### config.mk
export PLATFORM = sky130hd
export DESIGN_NAME = gardner_timing_loop_flat
export DESIGN_NICKNAME = d
export VERILOG_FILES = /design/src/rtl/gardner_timing_loop_if.sv /design/src/rtl/gardner_timing_loop.sv /design/src/flat_wrapper.sv
export SDC_FILE = /design/constraint.sdc
export NUM_CORES = 1
export LEC_CHECK = 0
export BUFFER_PORTS_ARGS = -buffer_cell sky130_fd_sc_hd__buf_4
export CAP_MARGIN = 10
export CORE_UTILIZATION = 57
export CTS_CLUSTER_DIAMETER = 150
export DETAILED_ROUTE_END_ITERATION = 6
export GPL_TIMING_DRIVEN = 0
export PLACE_DENSITY = 0.79
export SYNTH_ARGS = -nofsm -noshare
export SYNTH_HDL_FRONTEND = slang
export SYNTH_SLANG_ARGS = --single-unit
### constraint.sdc
create_clock -name clk -period 6.6 [get_ports clk]
set_input_delay 0.99 -clock clk [delete_from_list [all_inputs] [get_ports clk]]
set_output_delay 0.99 -clock clk [all_outputs]
set_load 0.02 [all_outputs]
### src/rtl/gardner_timing_loop_if.sv
`default_nettype none
// +------------------------------------------------------------------+
// | Module   : gardner_timing_loop_if                                |
// | Timing-error handshake between the Gardner TED and timing loop.  |
// | Revision : 1.0                                                   |
// +------------------------------------------------------------------+
interface gardner_timing_loop_if #(
    parameter int ERROR_LENGTH_BITS = 25
);
    logic signed [ERROR_LENGTH_BITS-1:0] err;
    logic                                err_valid;
    logic                                err_ready;

    modport master (output err, output err_valid, input err_ready);
    modport slave  (input err, input err_valid, output err_ready);
endinterface
`default_nettype wire

### src/rtl/gardner_timing_loop.sv
`default_nettype none
// +------------------------------------------------------------------+
// | Module   : gardner_timing_loop                                   |
// | PI loop filter + phase-accumulator NCO closing the Gardner symbol |
// | timing loop. Optional freeze input: GARDNER_TIMING_LOOP_FREEZE_EN.|
// | Revision : 1.0                                                   |
// +------------------------------------------------------------------+
module gardner_timing_loop #(
    parameter int SAMPLES_PER_SYMBOL = 4,
    parameter int ERROR_LENGTH_BITS  = 25,
    parameter int PHASE_LENGTH_BITS  = 16,
    parameter int ACCUM_LENGTH_BITS  = 32,
    parameter int KP_SHIFT           = 8,
    parameter int KI_SHIFT           = 16,
    parameter int LOCK_THRESHOLD     = 1024,
    parameter int LOCK_COUNT         = 8
) (
    input  wire logic                         clk,
    input  wire logic                         rst,
    gardner_timing_loop_if.slave              err_if,
    input  wire logic                         sample_valid,
    output logic                              trigger,
    output logic [PHASE_LENGTH_BITS-1:0]      phase,
    output logic                              locked
`ifdef GARDNER_TIMING_LOOP_FREEZE_EN
    ,
    input  wire logic                         freeze
`endif
);
    localparam int EB  = ERROR_LENGTH_BITS;
    localparam int PB  = PHASE_LENGTH_BITS;
    localparam int AB  = ACCUM_LENGTH_BITS;
    localparam int SW  = ACCUM_LENGTH_BITS + 2;
    localparam int LCW = $clog2(LOCK_COUNT + 1);

    localparam logic [PB-1:0]        INC_NOM   = PB'((1 << PB) / SAMPLES_PER_SYMBOL);
    localparam logic [PB-1:0]        INC_MIN   = INC_NOM >> 1;
    localparam logic [PB-1:0]        INC_MAX   = INC_NOM + (INC_NOM >> 1);
    localparam logic signed [SW-1:0] INC_MIN_W = {{(SW-PB){1'b0}}, INC_MIN};
    localparam logic signed [SW-1:0] INC_MAX_W = {{(SW-PB){1'b0}}, INC_MAX};
    localparam logic signed [AB-1:0] INTEG_MAX = {1'b0, {(AB-1){1'b1}}};
    localparam logic signed [AB-1:0] INTEG_MIN = {1'b1, {(AB-1){1'b0}}};
    localparam logic [EB-1:0]        THRESH    = EB'(LOCK_THRESHOLD);
    localparam logic [LCW-1:0]       LOCK_FULL = LCW'(LOCK_COUNT);

    logic                   ready;
    logic [PB-1:0]          inc;
    logic signed [AB-1:0]   integ;
    logic [LCW-1:0]         lock_cnt;

    logic                   accept;
    logic                   update;
    logic signed [EB-1:0]   p_next;
    logic signed [EB-1:0]   i_step;
    logic signed [AB:0]     integ_sum;
    logic signed [AB-1:0]   integ_next;
    logic signed [SW-1:0]   inc_sum;
    logic [PB-1:0]          inc_next;
    logic [PB:0]            phase_sum;
    logic [EB-1:0]          err_mag;
    logic                   err_is_min;
    logic                   in_lock;
    logic [LCW-1:0]         lock_next;

    assign err_if.err_ready = ready;

    always_comb begin
        accept = err_if.err_valid & ready;
        update = accept;
`ifdef GARDNER_TIMING_LOOP_FREEZE_EN
        update = accept & ~freeze;
`endif
        p_next    = err_if.err >>> KP_SHIFT;
        i_step    = err_if.err >>> KI_SHIFT;
        integ_sum = {integ[AB-1], integ} + {{(AB+1-EB){i_step[EB-1]}}, i_step};
        if (integ_sum[AB] != integ_sum[AB-1]) begin
            integ_next = integ_sum[AB] ? INTEG_MIN : INTEG_MAX;
        end else begin
            integ_next = integ_sum[AB-1:0];
        end

        // Wide enough that nominal + proportional + integral never wraps before the clamp.
        inc_sum = {{(SW-PB){1'b0}}, INC_NOM}
                + {{(SW-EB){p_next[EB-1]}}, p_next}
                + {{(SW-AB){integ_next[AB-1]}}, integ_next};
        if (inc_sum < INC_MIN_W) begin
            inc_next = INC_MIN;
        end else if (inc_sum > INC_MAX_W) begin
            inc_next = INC_MAX;
        end else begin
            inc_next = inc_sum[PB-1:0];
        end

        phase_sum = {1'b0, phase} + {1'b0, inc};

        // The most negative error has no positive magnitude, so it never counts as in lock.
        err_is_min = err_if.err[EB-1] & ~|err_if.err[EB-2:0];
        err_mag    = err_if.err[EB-1] ? $unsigned(-err_if.err) : $unsigned(err_if.err);
        in_lock    = ~err_is_min & (err_mag < THRESH);
        if (!in_lock) begin
            lock_next = '0;
        end else if (lock_cnt == LOCK_FULL) begin
            lock_next = LOCK_FULL;
        end else begin
            lock_next = lock_cnt + LCW'(1);
        end
    end

    always_ff @(posedge clk or posedge rst) begin
        if (rst) begin
            ready    <= 1'b0;
            phase    <= '0;
            trigger  <= 1'b0;
            inc      <= INC_NOM;
            integ    <= '0;
            lock_cnt <= '0;
            locked   <= 1'b0;
        end else begin
            ready <= 1'b1;
            if (sample_valid) begin
                phase   <= phase_sum[PB-1:0];
                trigger <= phase_sum[PB];
            end
            if (update) begin
                integ    <= integ_next;
                inc      <= inc_next;
                lock_cnt <= lock_next;
                locked   <= (lock_next == LOCK_FULL);
            end
        end
    end
endmodule
`default_nettype wire

### src/flat_wrapper.sv
// flat-port wrapper written by rule: the top's interface ports become plain ports
module gardner_timing_loop_flat 
#(
    parameter int SAMPLES_PER_SYMBOL = 4,
    parameter int ERROR_LENGTH_BITS  = 25,
    parameter int PHASE_LENGTH_BITS  = 16,
    parameter int ACCUM_LENGTH_BITS  = 32,
    parameter int KP_SHIFT           = 8,
    parameter int KI_SHIFT           = 16,
    parameter int LOCK_THRESHOLD     = 1024,
    parameter int LOCK_COUNT         = 8
)
  (clk, rst, sample_valid, trigger, phase, locked, err_if_err, err_if_err_valid, err_if_err_ready);
  gardner_timing_loop_if #(.ERROR_LENGTH_BITS(ERROR_LENGTH_BITS)) err_if_i ();
  input  wire logic clk;
  input  wire logic rst;
  input  wire logic sample_valid;
  output logic trigger;
  output logic [PHASE_LENGTH_BITS-1:0] phase;
  output logic locked;
  input wire logic [$bits(err_if_i.err)-1:0] err_if_err;
  input wire logic [$bits(err_if_i.err_valid)-1:0] err_if_err_valid;
  output wire logic [$bits(err_if_i.err_ready)-1:0] err_if_err_ready;
  assign err_if_i.err = err_if_err;
  assign err_if_i.err_valid = err_if_err_valid;
  assign err_if_err_ready = err_if_i.err_ready;
  gardner_timing_loop #(.SAMPLES_PER_SYMBOL(SAMPLES_PER_SYMBOL), .ERROR_LENGTH_BITS(ERROR_LENGTH_BITS), .PHASE_LENGTH_BITS(PHASE_LENGTH_BITS), .ACCUM_LENGTH_BITS(ACCUM_LENGTH_BITS), .KP_SHIFT(KP_SHIFT), .KI_SHIFT(KI_SHIFT), .LOCK_THRESHOLD(LOCK_THRESHOLD), .LOCK_COUNT(LOCK_COUNT)) u_core (.clk(clk), .rst(rst), .err_if(err_if_i), .sample_valid(sample_valid), .trigger(trigger), .phase(phase), .locked(locked));
endmodule
# Word level (Yosys, flattened, before mapping)
# Index checks and enable logic that the tools add are counted.
[classes] n_addsub=6 n_mul=0 div=0 n_lt_le_gt_ge=3 eq_ne=3 n_shift=0 mux=7 n_bitwise=4 reduce_logical=2
[ops] operator="32-bit 2-to-1 mux" count=2
[ops] operator="34-bit adder" count=1
[ops] operator="34-bit by 16-bit > comparator with 1-bit output, second input constant" count=1
[ops] operator="34-bit by 15-bit < comparator with 1-bit output, second input constant" count=1
[ops] operator="32-bit by 9-bit adder with 33-bit output" count=1
[ops] operator="16-bit 2-to-1 mux" count=2
[ops] operator="25-bit by 11-bit < comparator with 1-bit output, second input constant" count=1
[ops] operator="25-bit 2-to-1 mux" count=1
[ops] operator="25-bit negation" count=1
[ops] operator="24-bit OR reduction" count=1
[ops] operator="16-bit by 17-bit adder with 18-bit output, first input constant" count=1
[ops] operator="16-bit by 16-bit adder with 17-bit output" count=1
[ops] operator="4-bit == test, second input constant" count=2
[ops] operator="4-bit 2-to-1 mux" count=2
[ops] operator="4-bit by 1-bit adder with 4-bit output, second input constant" count=1
[ops] operator="1-bit AND" count=3
[ops] operator="1-bit zero test" count=1
[ops] operator="1-bit inequality test" count=1
[ops] operator="1-bit inverter" count=1
[totals] register_bits=71 latchBits=0 ramBits=0 mem_bits_ro=0 word_cells=32 n_memories=0

# Logic depth before layout (Yosys ltp)
[depth] word_depth=7 mapped_depth=29 mapped_depth_nobuf=26

# Worst setup path after synthesis
# OpenSTA, ideal clock, no wires.
[synth_timing] kind="in2reg" startpoint="input err_if_err[16]" endpoint="register u_core.inc[13]" t_arrival_ns=7.600 setup_slack_ns=-1.128 cell_stages=25 path_cell_list="ha_1 > fa_1 > a211oi_1 > o21ai_0 > and3b_1 > o31ai_1 > a2111oi_1 > o311a_1 > a21oi_1 > or3_1 > ha_1 > or4_1 > clkbuf_1 > nand2_1 > ha_1 > fa_1 > or3_1 > or3_1 > or4_1 > or4_1 > o311ai_1 > o211ai_1 > nor4_4 > buf_6 > a21oi_1"
[synth_via] elab_chain_cells=7 elab_cells_between_ends=10
[synth_rtl] element="start, declared" line_no="flat_wrapper.sv:21" text="input wire logic [$bits(err_if_i.err)-1:0] err_if_err;"
[synth_rtl] element="32-bit by 9-bit adder with 33-bit output *" line_no="gardner_timing_loop.sv:75" text="integ_sum = {integ[AB-1], integ} + {{(AB+1-EB){i_step[EB-1]}}, i_step};"
[synth_rtl] element="32-bit 2-to-1 mux / 1-bit inequality test (equally long branches)" line_no="gardner_timing_loop.sv:77, gardner_timing_loop.sv:76"
[synth_rtl] element="32-bit 2-to-1 mux *" line_no="gardner_timing_loop.sv:76" text="if (integ_sum[AB] != integ_sum[AB-1]) begin"
[synth_rtl] element="net u_core.integ_next[0]" line_no="gardner_timing_loop.sv:56" text="logic signed [AB-1:0] integ_next;"
[synth_rtl] element="34-bit adder *" line_no="gardner_timing_loop.sv:85" text="+ {{(SW-AB){integ_next[AB-1]}}, integ_next};"
[synth_rtl] element="34-bit by 16-bit > comparator with 1-bit output" line_no="gardner_timing_loop.sv:88" text="end else if (inc_sum > INC_MAX_W) begin"
[synth_rtl] element="16-bit 2-to-1 mux" line_no="gardner_timing_loop.sv:88"
[synth_rtl] element="16-bit 2-to-1 mux *" line_no="gardner_timing_loop.sv:86" text="if (inc_sum < INC_MIN_W) begin"
[synth_rtl] element="end signal, assigned" line_no="gardner_timing_loop.sv:126" text="inc <= inc_next;"
[synth_rtl] element="end, declared" line_no="gardner_timing_loop.sv:47" text="logic [PB-1:0] inc;"
# The timed path passes the listed nets; every way through them passes the cells marked *.
# A chain may end at the register's enable or synchronous reset.

# Worst setup path after layout
[layout_timing] startpoint="input err_if_err[24]" endpoint="register u_core.inc[0]"
# The elaborated chain is that of the path after synthesis.

==> flow_metrics.tcl <==
set metrics [dict create \
    track_usage_pct 30.0 \
    crit_type "in2reg" \
    layout-drive-gt1-share_pct 24.4 \
    n_antenna_cell 0 \
    drv_cap 0 \
    rsz0062_at_grt "true" \
    antenna_found_initial 0 \
    pin_count 48 \
    instances_no_fill 1132 \
    routedWlPerCell_um 17.4 \
    ys_seq_area_share_pct 24.2 \
    avgSynthCellArea_um2 8.47 \
    clock-skew-final_ns 0.00589 \
    relSlewSlack_pct 49.9 \
    cp.required_ns 6.90 \
    io_buffers 46 \
    grt_first_pass_wirelength_um 31400 \
    fin_crit_ns 7.13 \
    crit_slowest_cell "or4_4" \
    setup_ws_ns -0.535 \
    period_share_pct 108 \
    setup_viol 14 \
    status "finished, violations left" \
    numCtsBuffers 9 \
    cts_tree "done" \
    die_w_um 116 \
    grt_overflow 0 \
    yosys_warnings 0 \
    slowest_delay_ns 0.59 \
    grt_max_degree 40 \
    row_count 41 \
    start_kind "input port" \
    crit_path_end_kind "register" \
    clk_latency_ns 0.36 \
    synth_cells 869 \
    hp-class "reg2reg" \
    failed_checks "setup timing" \
    cts_buffer_depth 2 \
    drc 0 \
    synth_top_flop_cell "dfrtp_1" \
    first_pass_iters 5 \
    die_h_um 116 \
    clock_sinks 71 \
    max_freq_mhz 140 \
    worst_slew_pin_slew_ns 0.732 \
    synth_seq_cells 71 \
    cts-root-buf "clkbuf_16" \
    netlist-cell-type-count 69 \
    dp.cells 1089 \
    finalHoldViolations 0 \
    cpMostUsedCell "a21o_1" \
    layout_common_cells "buf_4, nand2_1, dfrtp_1, ha_1, a21oi_1" \
    hpwl_um 14000 \
    dieArea_um2 13400 \
    viasPerCell 6.29 \
    cts_hold_buf 0 \
    drv_slew 0 \
    crit_family "simple AND/OR/NAND/NOR gates" \
    path_clk_slew_ns 0.06 \
    drt_iter0_markers 442 \
    critPathArrivalTime_ns 7.43 \
    postRouteAntennaNets 0 \
    async_flop_share_pct 100 \
    place.gp.congestion 0.934 \
    final_core_util_pct 71.0 \
    routed_wl_um 19700 \
    vias 7121 \
    path_buf_inv 4 \
    synth_edf_count 0 \
    first_global_vias 6657 \
    synth_area_um2 7360 \
    core_area_um2 12600 \
    nets 1072 \
    layout_commonest_cell "buf_4" \
    area_growth_pct 21.6 \
    start_util_pct 58.3 \
    synth_fp_nets 986 \
    cp_max_fo 27 \
    h-tree-depth 3 \
]
## state kept, by name (all words and copies together) (netlist names)
name,cells
u_core.integ,32
u_core.inc,16
u_core.phase,16
u_core.lock_cnt,4
u_core.err_if.err_ready,1
u_core.locked,1
u_core.trigger,1
## logic make-up after synthesis
group | synth area share, %
flip-flops | 24.2
AO/OA/AOI/OAI | 26.6
buffers and inverters | 3.16
XOR/XNOR | 6.78
other | 0.0509
multiplexers | 7.14
adder cells (fa/ha/maj) | 15.3
AND/OR/NAND/NOR | 16.9
## Yosys cell counts, drive strengths merged, types with 5 or more instances
library cell	n	share of area (%)
or3	9	0.76
a211o	6	0.73
o21ai	70	4.8
xnor2	36	4.3
a21boi	6	0.61
o21a	12	1.2
nor2b	13	1.1
a21o	38	3.9
a21oi	74	5.0
xor2	21	2.5
nor4	7	0.80
o31ai	10	1.0
clkbuf	27	1.4
inv	32	1.6
nor2	49	2.5
nor3	16	1.1
nand2	76	3.9
or4	6	0.61
a211oi	16	1.7
a31oi	13	1.1
nand3	17	1.2
and4	5	0.59
mux2	44	6.7
nand2b	5	0.42
ha	85	14
and3	9	0.76
nand4	12	1.0
a22o	13	1.7
and2	8	0.68
dfrtp	70	24
## repair_timing
item,in CTS,in global routing
cloned,2,0
setup endpoints to repair,15,15
setup buffers,14,16
pin swaps,19,31
resized for setup,43,51
## worst reg2reg max path: stages, from the launching register on
cell,delay (ns)
dfrtp_1,0.41
ha_4,0.17
fa_2,0.35
a211oi_2,0.20
o21ai_1,0.07
and3b_2,0.24
o31ai_4,0.31
a2111oi_4,0.13
o311a_1,0.35
a21oi_2,0.16
or3_4,0.16
ha_4,0.21
or4_4,0.59
clkbuf_16,0.20
nand2_1,0.17
fa_2,0.48
or3_1,0.34
or3_1,0.32
or4_4,0.42
or4_4,0.44
o311ai_4,0.23
o211ai_1,0.17
nor4_4,0.26
buf_4,0.21
a22o_2,0.13
## cell type report
type,instances,area (µm²)
Sequential cell,71,1780
Buffer,23,128
Multi-Input combinational cell,738,5790
Clock inverter,6,45.0
Inverter,32,123
Clock buffer,10,229
Fill cell,1018,3660
Tap cell,172,215
Timing Repair Buffer,80,644
## worst paths after layout
kind | from | to | slack (ns) | depth (start not counted)
worst max register to register | u_core.integ[0] | u_core.inc[0] | -0.19 | 24
min in group asynchronous | rst | u_core.integ[29] | 0.66 | 2
max in group asynchronous | rst | u_core.inc[14] | 5.35 | 3
worst min-delay path | u_core.inc[15] | u_core.inc[15] | 0.50 | 1
worst min register to register | u_core.inc[15] | u_core.inc[15] | 0.50 | 1
worst max-delay path | err_if_err[24] | u_core.inc[0] | -0.53 | 25
## per-layer routing
| metal | vias up | wire, µm | GRT usage (%) |
|---|---|---|---|
| li1 | 3445 | - | - |
| met1 | 3375 | 8480 | 37.8 |
| met2 | 248 | 9420 | 51.5 |
| met3 | 53 | 1260 | 5.18 |
| met4 | 0 | 553 | 11.5 |
| met5 | - | 0 | 0 |
## metrics by stage
| step | hold slack (ns) | cell area, µm² | setup TNS, ns | setup slack [ns] |
|---|---|---|---|---|
| after floorplan | 0.455 | 7470 | -6.66 | -0.513 |
| after global placement | 0.471 | 8030 | -20.77 | -1.46 |
| after detailed placement | 0.488 | 8060 | -20.97 | -1.48 |
| after CTS | 0.504 | 8670 | -6.29 | -0.471 |
| after global routing | 0.523 | 8950 | -10.57 | -0.770 |
| final | 0.497 | 8950 | -7.13 | -0.535 |
Power is not shown: default switching activity piles up to over one toggle a cycle in this logic, so the estimate is an artifact.
